<file path="config.mk">
export PLATFORM = sky130hd
export DESIGN_NAME = idma_mp_be_issue_queue
export DESIGN_NICKNAME = d
export VERILOG_FILES = /design/src/rtl/idma_mp_midend_synth_pkg.sv /design/src/rtl/idma_pkg.sv /design/src/rtl/idma_mp_be_issue_queue.sv
export SDC_FILE = /design/constraint.sdc
export NUM_CORES = 1
export LEC_CHECK = 0
export ABC_CLOCK_PERIOD_IN_PS = 4170
export BUFFER_PORTS_ARGS = -buffer_cell sky130_fd_sc_hd__buf_2
export CORE_MARGIN = 2
export CORE_UTILIZATION = 38
export CTS_CLUSTER_SIZE = 40
export DETAILED_ROUTE_END_ITERATION = 8
export PLACE_DENSITY_LB_ADDON = 0.2
export SYNTH_ARGS = -nofsm -noshare
export SYNTH_HDL_FRONTEND = slang
export SYNTH_SLANG_ARGS = --single-unit
</file>
<file path="constraint.sdc">
create_clock -name clk_i -period 4.17 [get_ports clk_i]
set_clock_uncertainty 0.05 [all_clocks]
set_input_delay 0.417 -clock clk_i [delete_from_list [all_inputs] [get_ports clk_i]]
set_output_delay 0.417 -clock clk_i [all_outputs]
set_load 0.05 [all_outputs]
</file>
<file path="src/rtl/idma_mp_midend_synth_pkg.sv">
// Request/response payloads exchanged between the Mempool mid-end and an iDMA back-end.
package idma_mp_midend_synth_pkg;

   typedef struct packed {
      logic [31:0] src_addr;
      logic [31:0] dst_addr;
      logic [15:0] length;
   } idma_req_t;

   typedef struct packed {
      logic       error;
      logic [7:0] cause;
   } idma_rsp_t;

endpackage

</file>
<file path="src/rtl/idma_pkg.sv">
// Minimal iDMA back-end status types shared by the issue queue and its neighbours.
package idma_pkg;

   typedef struct packed {
      logic buffer_busy;
      logic r_dp_busy;
      logic w_dp_busy;
      logic r_leg_busy;
      logic w_leg_busy;
      logic eh_fsm_busy;
      logic eh_cnt_busy;
      logic raw_coupler_busy;
   } idma_busy_t;

endpackage

</file>
<file path="src/rtl/idma_mp_be_issue_queue.sv">
// Per-back-end issue stage: request FIFO, in-flight limiter and outstanding counter
// with a sticky flag for responses that arrive when nothing is in flight.
module idma_mp_be_issue_queue #(
   parameter int unsigned Depth          = 4,
   parameter int unsigned MaxOutstanding = 8,
   parameter type idma_req_t = idma_mp_midend_synth_pkg::idma_req_t,
   parameter type idma_rsp_t = idma_mp_midend_synth_pkg::idma_rsp_t
) (
   input  logic                                 clk_i,
   input  logic                                 rst_i,
   input  idma_req_t                            idma_req_i,
   input  logic                                 idma_req_valid_i,
   output logic                                 idma_req_ready_o,
   output idma_req_t                            idma_req_o,
   output logic                                 idma_req_valid_o,
   input  logic                                 idma_req_ready_i,
   input  idma_rsp_t                            idma_rsp_i,
   input  logic                                 idma_rsp_valid_i,
   output logic                                 idma_rsp_ready_o,
   output idma_rsp_t                            idma_rsp_o,
   output logic                                 idma_rsp_valid_o,
   input  logic                                 idma_rsp_ready_i,
   input  idma_pkg::idma_busy_t                 idma_busy_i,
   output idma_pkg::idma_busy_t                 idma_busy_o,
   output logic                                 idle_o,
   output logic [$clog2(MaxOutstanding+1)-1:0]  outstanding_o,
   output logic                                 rsp_err_o
);

   localparam int unsigned PtrW = (Depth > 1) ? $clog2(Depth) : 1;
   localparam int unsigned CntW = $clog2(Depth + 1);
   localparam int unsigned OutW = $clog2(MaxOutstanding + 1);

   idma_req_t       r_mem [Depth];
   logic [PtrW-1:0] r_rd_ptr;
   logic [PtrW-1:0] r_wr_ptr;
   logic [CntW-1:0] r_count;
   logic [OutW-1:0] r_outstanding;
   logic            r_rsp_err;

   logic w_push;
   logic w_pop;
   logic w_rsp;

   // Pointers wrap explicitly so non-power-of-two depths work.
   function automatic logic [PtrW-1:0] ptr_inc(input logic [PtrW-1:0] p);
      return (p == PtrW'(Depth - 1)) ? '0 : p + PtrW'(1);
   endfunction

   assign idma_req_ready_o = (r_count != CntW'(Depth));
   assign idma_req_valid_o = (r_count != '0) && (r_outstanding < OutW'(MaxOutstanding));
   assign idma_req_o       = r_mem[r_rd_ptr];

   assign w_push = idma_req_valid_i && idma_req_ready_o;
   assign w_pop  = idma_req_valid_o && idma_req_ready_i;
   assign w_rsp  = idma_rsp_valid_i && idma_rsp_ready_i;

   assign idma_rsp_o       = idma_rsp_i;
   assign idma_rsp_valid_o = idma_rsp_valid_i;
   assign idma_rsp_ready_o = idma_rsp_ready_i;
   assign idma_busy_o      = idma_busy_i;

   assign idle_o        = (r_count == '0) && (r_outstanding == '0) && (idma_busy_i == '0);
   assign outstanding_o = r_outstanding;
   assign rsp_err_o     = r_rsp_err;

   // Payload storage carries no reset; occupancy alone decides what is valid.
   always_ff @(posedge clk_i) begin
      if (w_push) begin
         r_mem[r_wr_ptr] <= idma_req_i;
      end
   end

   always_ff @(posedge clk_i) begin
      if (rst_i) begin
         r_rd_ptr <= '0;
         r_wr_ptr <= '0;
         r_count  <= '0;
      end else begin
         if (w_push) begin
            r_wr_ptr <= ptr_inc(r_wr_ptr);
         end
         if (w_pop) begin
            r_rd_ptr <= ptr_inc(r_rd_ptr);
         end
         if (w_push && !w_pop) begin
            r_count <= r_count + CntW'(1);
         end else if (!w_push && w_pop) begin
            r_count <= r_count - CntW'(1);
         end
      end
   end

   // A response with nothing in flight leaves the counter at zero and latches the error.
   always_ff @(posedge clk_i) begin
      if (rst_i) begin
         r_outstanding <= '0;
         r_rsp_err     <= 1'b0;
      end else begin
         if (w_pop && !w_rsp) begin
            r_outstanding <= r_outstanding + OutW'(1);
         end else if (w_rsp && !w_pop && (r_outstanding != '0)) begin
            r_outstanding <= r_outstanding - OutW'(1);
         end
         if (w_rsp && (r_outstanding == '0)) begin
            r_rsp_err <= 1'b1;
         end
      end
   end

endmodule

</file>
======== Yosys cells after proc, flatten, opt, wreduce, memory -nomap -nowiden ========
Memories as Yosys holds them, arrays and structs flattened. A register that Yosys moved wholly into a read port is not among the register bits.
Index checks and enable logic that the tools add are counted.
word-level totals
  flip-flop bits (word level) ............. 12
  memory bits (writable) .................. 320
  output and inout bits ................... 107
  memories ................................ 1
cells by class
  add/sub/neg operators ................... 6
  order comparisons ....................... 1
  equal/unequal tests ..................... 3
  muxes and demuxes ....................... 10
  reduce and logical (&&, ||, !) cells .... 22
memory list
  memory  depth  bits a word  rd ports  clocked after Yosys merged registers in  wr ports  RTL line                      source
  r_mem   4      80           1         1                                        1         idma_mp_be_issue_queue.sv:34  idma_req_t r_mem [Depth];
operators by type and width
  kind                                                                 count
  1-bit logical AND                                                    12
  8-bit logical NOT                                                    1
  2-bit 2-to-1 mux                                                     4
  4-bit 2-to-1 mux                                                     2
  3-bit 2-to-1 mux                                                     2
  2-bit by 1-bit adder with 2-bit output (second input constant)       2
  4-bit by 1-bit adder with 4-bit output (second input constant)       1
  2-bit equality test (second input constant)                          2
  4-bit logical NOT                                                    1
  4-bit less-than comparator (second input constant)                   1
  2-bit nonzero test                                                   2
  4-bit nonzero test                                                   1
  4-bit by 1-bit subtractor with 4-bit output (second input constant)  1
  3-bit by 1-bit adder with 3-bit output (second input constant)       1
  1-bit logical NOT                                                    3
  3-bit logical NOT                                                    1
  3-bit inequality test (second input constant)                        1
  3-bit nonzero test                                                   1
  3-bit by 1-bit subtractor with 3-bit output (second input constant)  1
  1-bit 2-to-1 mux                                                     2

======== Longest topological paths before layout ========
  depth in word-level cells ............... 8
  gate-level depth with buffers ........... 10

======== Worst setup path before layout ========
Ideal clock, no wire load.
  path type ............................... flip-flop to flip-flop
  from .................................... reg r_count[0]
  to ...................................... mem r_mem[0][0] (netlist bit), enable pin
  arrival ................................. 3082 ps
  data required time ...................... 3672 ps
  path slack .............................. 590 ps
  cell stages (with the launch flop) ...... 4
  path buffers ............................ 1
  clock period less this slack ............ 3580 ps
  cell sequence ........................... dfxtp_1 > or3b_1 > clkbuf_1 > and3_1
between the ends
  cells in the longest elaborated chain, start to end .. 4
RTL lines
  element                                 RTL line                      source
  from (decl)                             idma_mp_be_issue_queue.sv:37  logic [CntW-1:0] r_count;
  from (signal assigned)                  idma_mp_be_issue_queue.sv:87  r_count <= r_count + CntW'(1);
  from (signal assigned)                  idma_mp_be_issue_queue.sv:89  r_count <= r_count - CntW'(1);
  3-bit inequality test                   idma_mp_be_issue_queue.sv:50  assign idma_req_ready_o = (r_count != CntW'(Depth));
  via idma_req_ready_o                    idma_mp_be_issue_queue.sv:13  output logic idma_req_ready_o,
  1-bit logical AND                       idma_mp_be_issue_queue.sv:54  assign w_push = idma_req_valid_i && idma_req_ready_o;
  1-bit 2-to-1 mux                        idma_mp_be_issue_queue.sv:69  if (w_push) begin
  1-bit 2-to-1 mux (implied by the code)  idma_mp_be_issue_queue.sv:70  r_mem[r_wr_ptr] <= idma_req_i;
  to (decl)                               idma_mp_be_issue_queue.sv:34
The timed path passes the listed nets, and every way through them passes these cells.

==> load_flow_metrics.sql <==
INSERT INTO impl_metrics (metric_group, metric, value, unit) VALUES
('floorplanning', 'die_height', '185', 'microns'),
('setup_path', 'cp_data_required_time', '3700', 'ps'),
('synthesis', 'synth_enable_flop_cells', '320', ''),
('floorplanning', 'design.core.area', '32400', 'sq um'),
('synthesis', 'post_synth_instance_area', '12400', 'sq um'),
('global_routing', 'first_global_vias', '6475', ''),
('clock_tree', 'cts.reportedPaths.clkPinSlew', '60', 'ps'),
('synthesis', 'post_synth_main_area_contributors', 'sky130_fd_sc_hd__edfxtp_1, sky130_fd_sc_hd__mux4_2, sky130_fd_sc_hd__dfxtp_1', ''),
('timing', 'timing.final.setup_violations', '0', ''),
('run', 'max_cap_violations', '0', ''),
('timing', 'final.setup.worst_slack', '1220', 'ps'),
('clock_tree', 'cts.root.buffer_cell', 'sky130_fd_sc_hd__clkbuf_16', ''),
('synthesis', 'most_frequent_cells_after_synthesis', 'sky130_fd_sc_hd__edfxtp_1, sky130_fd_sc_hd__mux4_2, sky130_fd_sc_hd__buf_4, sky130_fd_sc_hd__dfxtp_1, sky130_fd_sc_hd__clkbuf_1', ''),
('routing', 'detail_route.vias_per_cell', '4.97', ''),
('floorplanning', 'dieWidth', '185', 'microns'),
('synthesis', 'synth_async_sr_flop_share', '0', '%'),
('pwr', 'power_density', '677', 'nW/um^2'),
('setup_path', 'critical_path.endpoint_type', 'primary output', ''),
('setup_path', 'setup.worst_path.start_class', 'flop', ''),
('place', 'gp_congestion', '0.764', ''),
('routing', 'detail_route.iter0.violations', '394', ''),
('synthesis', 'post_synth_inst_count', '529', ''),
('global_routing', 'groute.usage.overall', '14.2', '%'),
('timing', 'grt_setup_unrepaired', 'false', ''),
('synthesis', 'post_synth_num_cell_types', '33', ''),
('clock_tree', 'htreeDepth', '2', ''),
('synthesis', 'synth.yosys.seq_area_share', '79.4', '%'),
('timing', 'timing.final.max_slew_violations', '0', ''),
('routing', 'dr_vias', '5962', ''),
('floorplanning', 'start_util', '38.5', '%'),
('timing', 'finalHoldViolCount', '0', ''),
('global_routing', 'grt_start_max_net_pins', '63', ''),
('synthesis', 'postSynthRegisterBits', '334', ''),
('timing', 'period_minus_slack', '2950', 'ps'),
('timing', 'fin_setup_tns', '0', 'ps'),
('routing', 'drc', '0', ''),
('floorplanning', 'rows', '66', ''),
('setup_path', 'path_class', 'reg -> out', ''),
('synthesis', 'ys.flop_type', 'sky130_fd_sc_hd__edfxtp_1', ''),
('clock_tree', 'tritoncts', 'done', ''),
('place', 'port-buffer-count', '191', ''),
('global_routing', 'antenna_found_initial', '4', ''),
('clock_tree', 'insertion_delay', '500', 'ps'),
('synthesis', 'post-synth-top-area-cell', 'sky130_fd_sc_hd__edfxtp_1', ''),
('global_routing', 'grt_overflow_total', '0', ''),
('routing', 'drtAntennaViolNets', '0', ''),
('setup_path', 'critical_path_arrival', '2480', 'ps'),
('clock_tree', 'cts-buffers-inserted', '36', ''),
('cells_and_area', 'drive_gt1_share', '45.6', '%'),
('setup_path', 'crit_fanout', '28', ''),
('synthesis', 'yosysMostFrequentCell', 'sky130_fd_sc_hd__edfxtp_1', ''),
('cells_and_area', 'synthToLayoutAreaGrowth', '20.8', '%'),
('clock_tree', 'clock_path_buffers', '3', ''),
('pwr', 'p_leak', '5.09', 'nW'),
('global_routing', 'grt_pass1_wl', '36.5', 'mm'),
('clock_tree', 'cts.hold.buffers_added', '0', ''),
('place', 'hpwlAfterDp', '14.8', 'mm'),
('outcome', 'run_status', 'complete, no violations', ''),
('pwr', 'power.ir.vdd_worst', '0.446', 'mV'),
('clock_tree', 'cts.repair.resized', '0', ''),
('floorplanning', 'die-area', '34200', 'sq um'),
('clock_tree', 'postCtsSetupBuffers', '0', ''),
('routing', 'drt_pass1_iterations', '4', ''),
('synthesis', 'post_synthesis_average_cell_area', '23.5', 'sq um'),
('timing', 'tightest_slew', '1060', 'ps'),
('routing', 'routed_wire_length_per_instance', '20.2', 'microns'),
('place', 'pre_cts_slack', '1630', 'ps'),
('clock_tree', 'cts_num_sinks', '334', ''),
('cells_and_area', 'fin_nets', '844', ''),
('synthesis', 'yosys.area.top_type_share', '77.2', '%'),
('floorplanning', 'boundaryPins', '210', ''),
('timing', 'relative_slew_slack', '29.6', '%'),
('hold_path', 'min_path_type', 'in -> reg', ''),
('routing', 'drt_wl_total', '24.2', 'mm'),
('timing', 'max_freq', '0.339', 'GHz'),
('synthesis', 'post_syn_nets', '642', ''),
('timing', 'final.period_utilization', '70.6', '%'),
('synthesis', 'synth-warning-count', '0', '');
-- kinds of logic after synthesis --
logic type / synth area share [%]
AO/OA/AOI/OAI: 0.925
XOR/XNOR: 0.211
adder cells (fa/ha/maj): 1.13
buffers and inverters: 2.10
flip-flops: 79.4
multiplexers: 14.6
AND/OR/NAND/NOR: 1.57
-- cells in the final DEF (no fill, tap or decap), types with 4 or more instances in the layout --
| master | instances |
|---|---|
| sky130_fd_sc_hd__clkbuf_16 | 37 |
| sky130_fd_sc_hd__dfxtp_1 | 12 |
| sky130_fd_sc_hd__clkinv_2 | 4 |
| sky130_fd_sc_hd__nand2_1 | 10 |
| sky130_fd_sc_hd__o21ai_0 | 4 |
| sky130_fd_sc_hd__and3_4 | 4 |
| sky130_fd_sc_hd__bufinv_16 | 5 |
| sky130_fd_sc_hd__buf_4 | 11 |
| sky130_fd_sc_hd__inv_1 | 8 |
| sky130_fd_sc_hd__ha_1 | 8 |
| sky130_fd_sc_hd__clkbuf_1 | 6 |
| sky130_fd_sc_hd__edfxtp_1 | 320 |
| sky130_fd_sc_hd__mux4_2 | 80 |
| sky130_fd_sc_hd__clkinv_1 | 5 |
| sky130_fd_sc_hd__a21oi_1 | 6 |
| sky130_fd_sc_hd__nor2_1 | 7 |
| sky130_fd_sc_hd__buf_2 | 191 |
-- metal layers --
layer	part of all wire [%]	routed length, microns	up-vias	GRT usage (%)
met4	1.8	444	4	3.81
met3	6.8	1650	45	4.17
met2	49	11800	191	23.2
met1	43	10300	3117	18.5
li1	-	-	2605	-
met5	0.12	28	-	0
-- worst max-delay path, cell delays in order (launching register included) --
cell	delay, ps
sky130_fd_sc_hd__dfxtp_4	730
sky130_fd_sc_hd__buf_4	450
sky130_fd_sc_hd__mux4_2	570
sky130_fd_sc_hd__buf_2	230
-- final cells by class --
cell class	instances	area, sq um
well taps	442	553
clock buffers	43	948
clock inverters	19	229
repair buffers	203	1060
diodes	2	5.00
flip-flops and latches	334	9900
fillers	2752	17300
inverters	9	33.8
multi-input cells	147	2320
-- through the flow --
step	instance area, sq um	hold slack (ps)	total power [mW]	std cells	utilization [%]
after floorplan	12400	419	6.48	529	-
after global placement	13900	404	7.11	1135	42.8
after detailed placement	13900	413	7.16	1135	42.8
after CTS	15000	45.7	10.3	1197	46.5
after global routing	15000	53.2	10.6	1197	46.5
final	15000	72.5	10.2	1199	46.5
-- sequential cells by signal, summed over array words and instances, names as in the netlist, named ones only --
register / flops
rsp_err_o: 1
outstanding_o: 4
r_wr_ptr: 2
r_count: 3
r_mem: 320
r_rd_ptr: 2
-- where the power goes --
part	leakage [nW]	switching, mW	total, mW	internal [mW]
clock network	0.566	1.22	3.16	1.93
registers	3.05	0.181	4.22	4.04
logic	1.47	1.95	2.81	0.862
total	5.09	3.35	10.2	6.83
-- worst paths after layout --
check	from	to	slack, ps	cells after the start
max	flop	idma_req_o[51]	1220	3
min	idma_req_i[13]	r_mem[0][13]$_DFFE_PP_	70	1
max reg2reg	r_count[1]$_SDFFE_PP0P_	r_count[2]$_SDFFE_PP0P_	1630	9
min reg2reg	rsp_err_o$_SDFFE_PP0P_	rsp_err_o$_SDFFE_PP0P_	430	2
No activity file was read; power rests on OpenSTA's default activity.
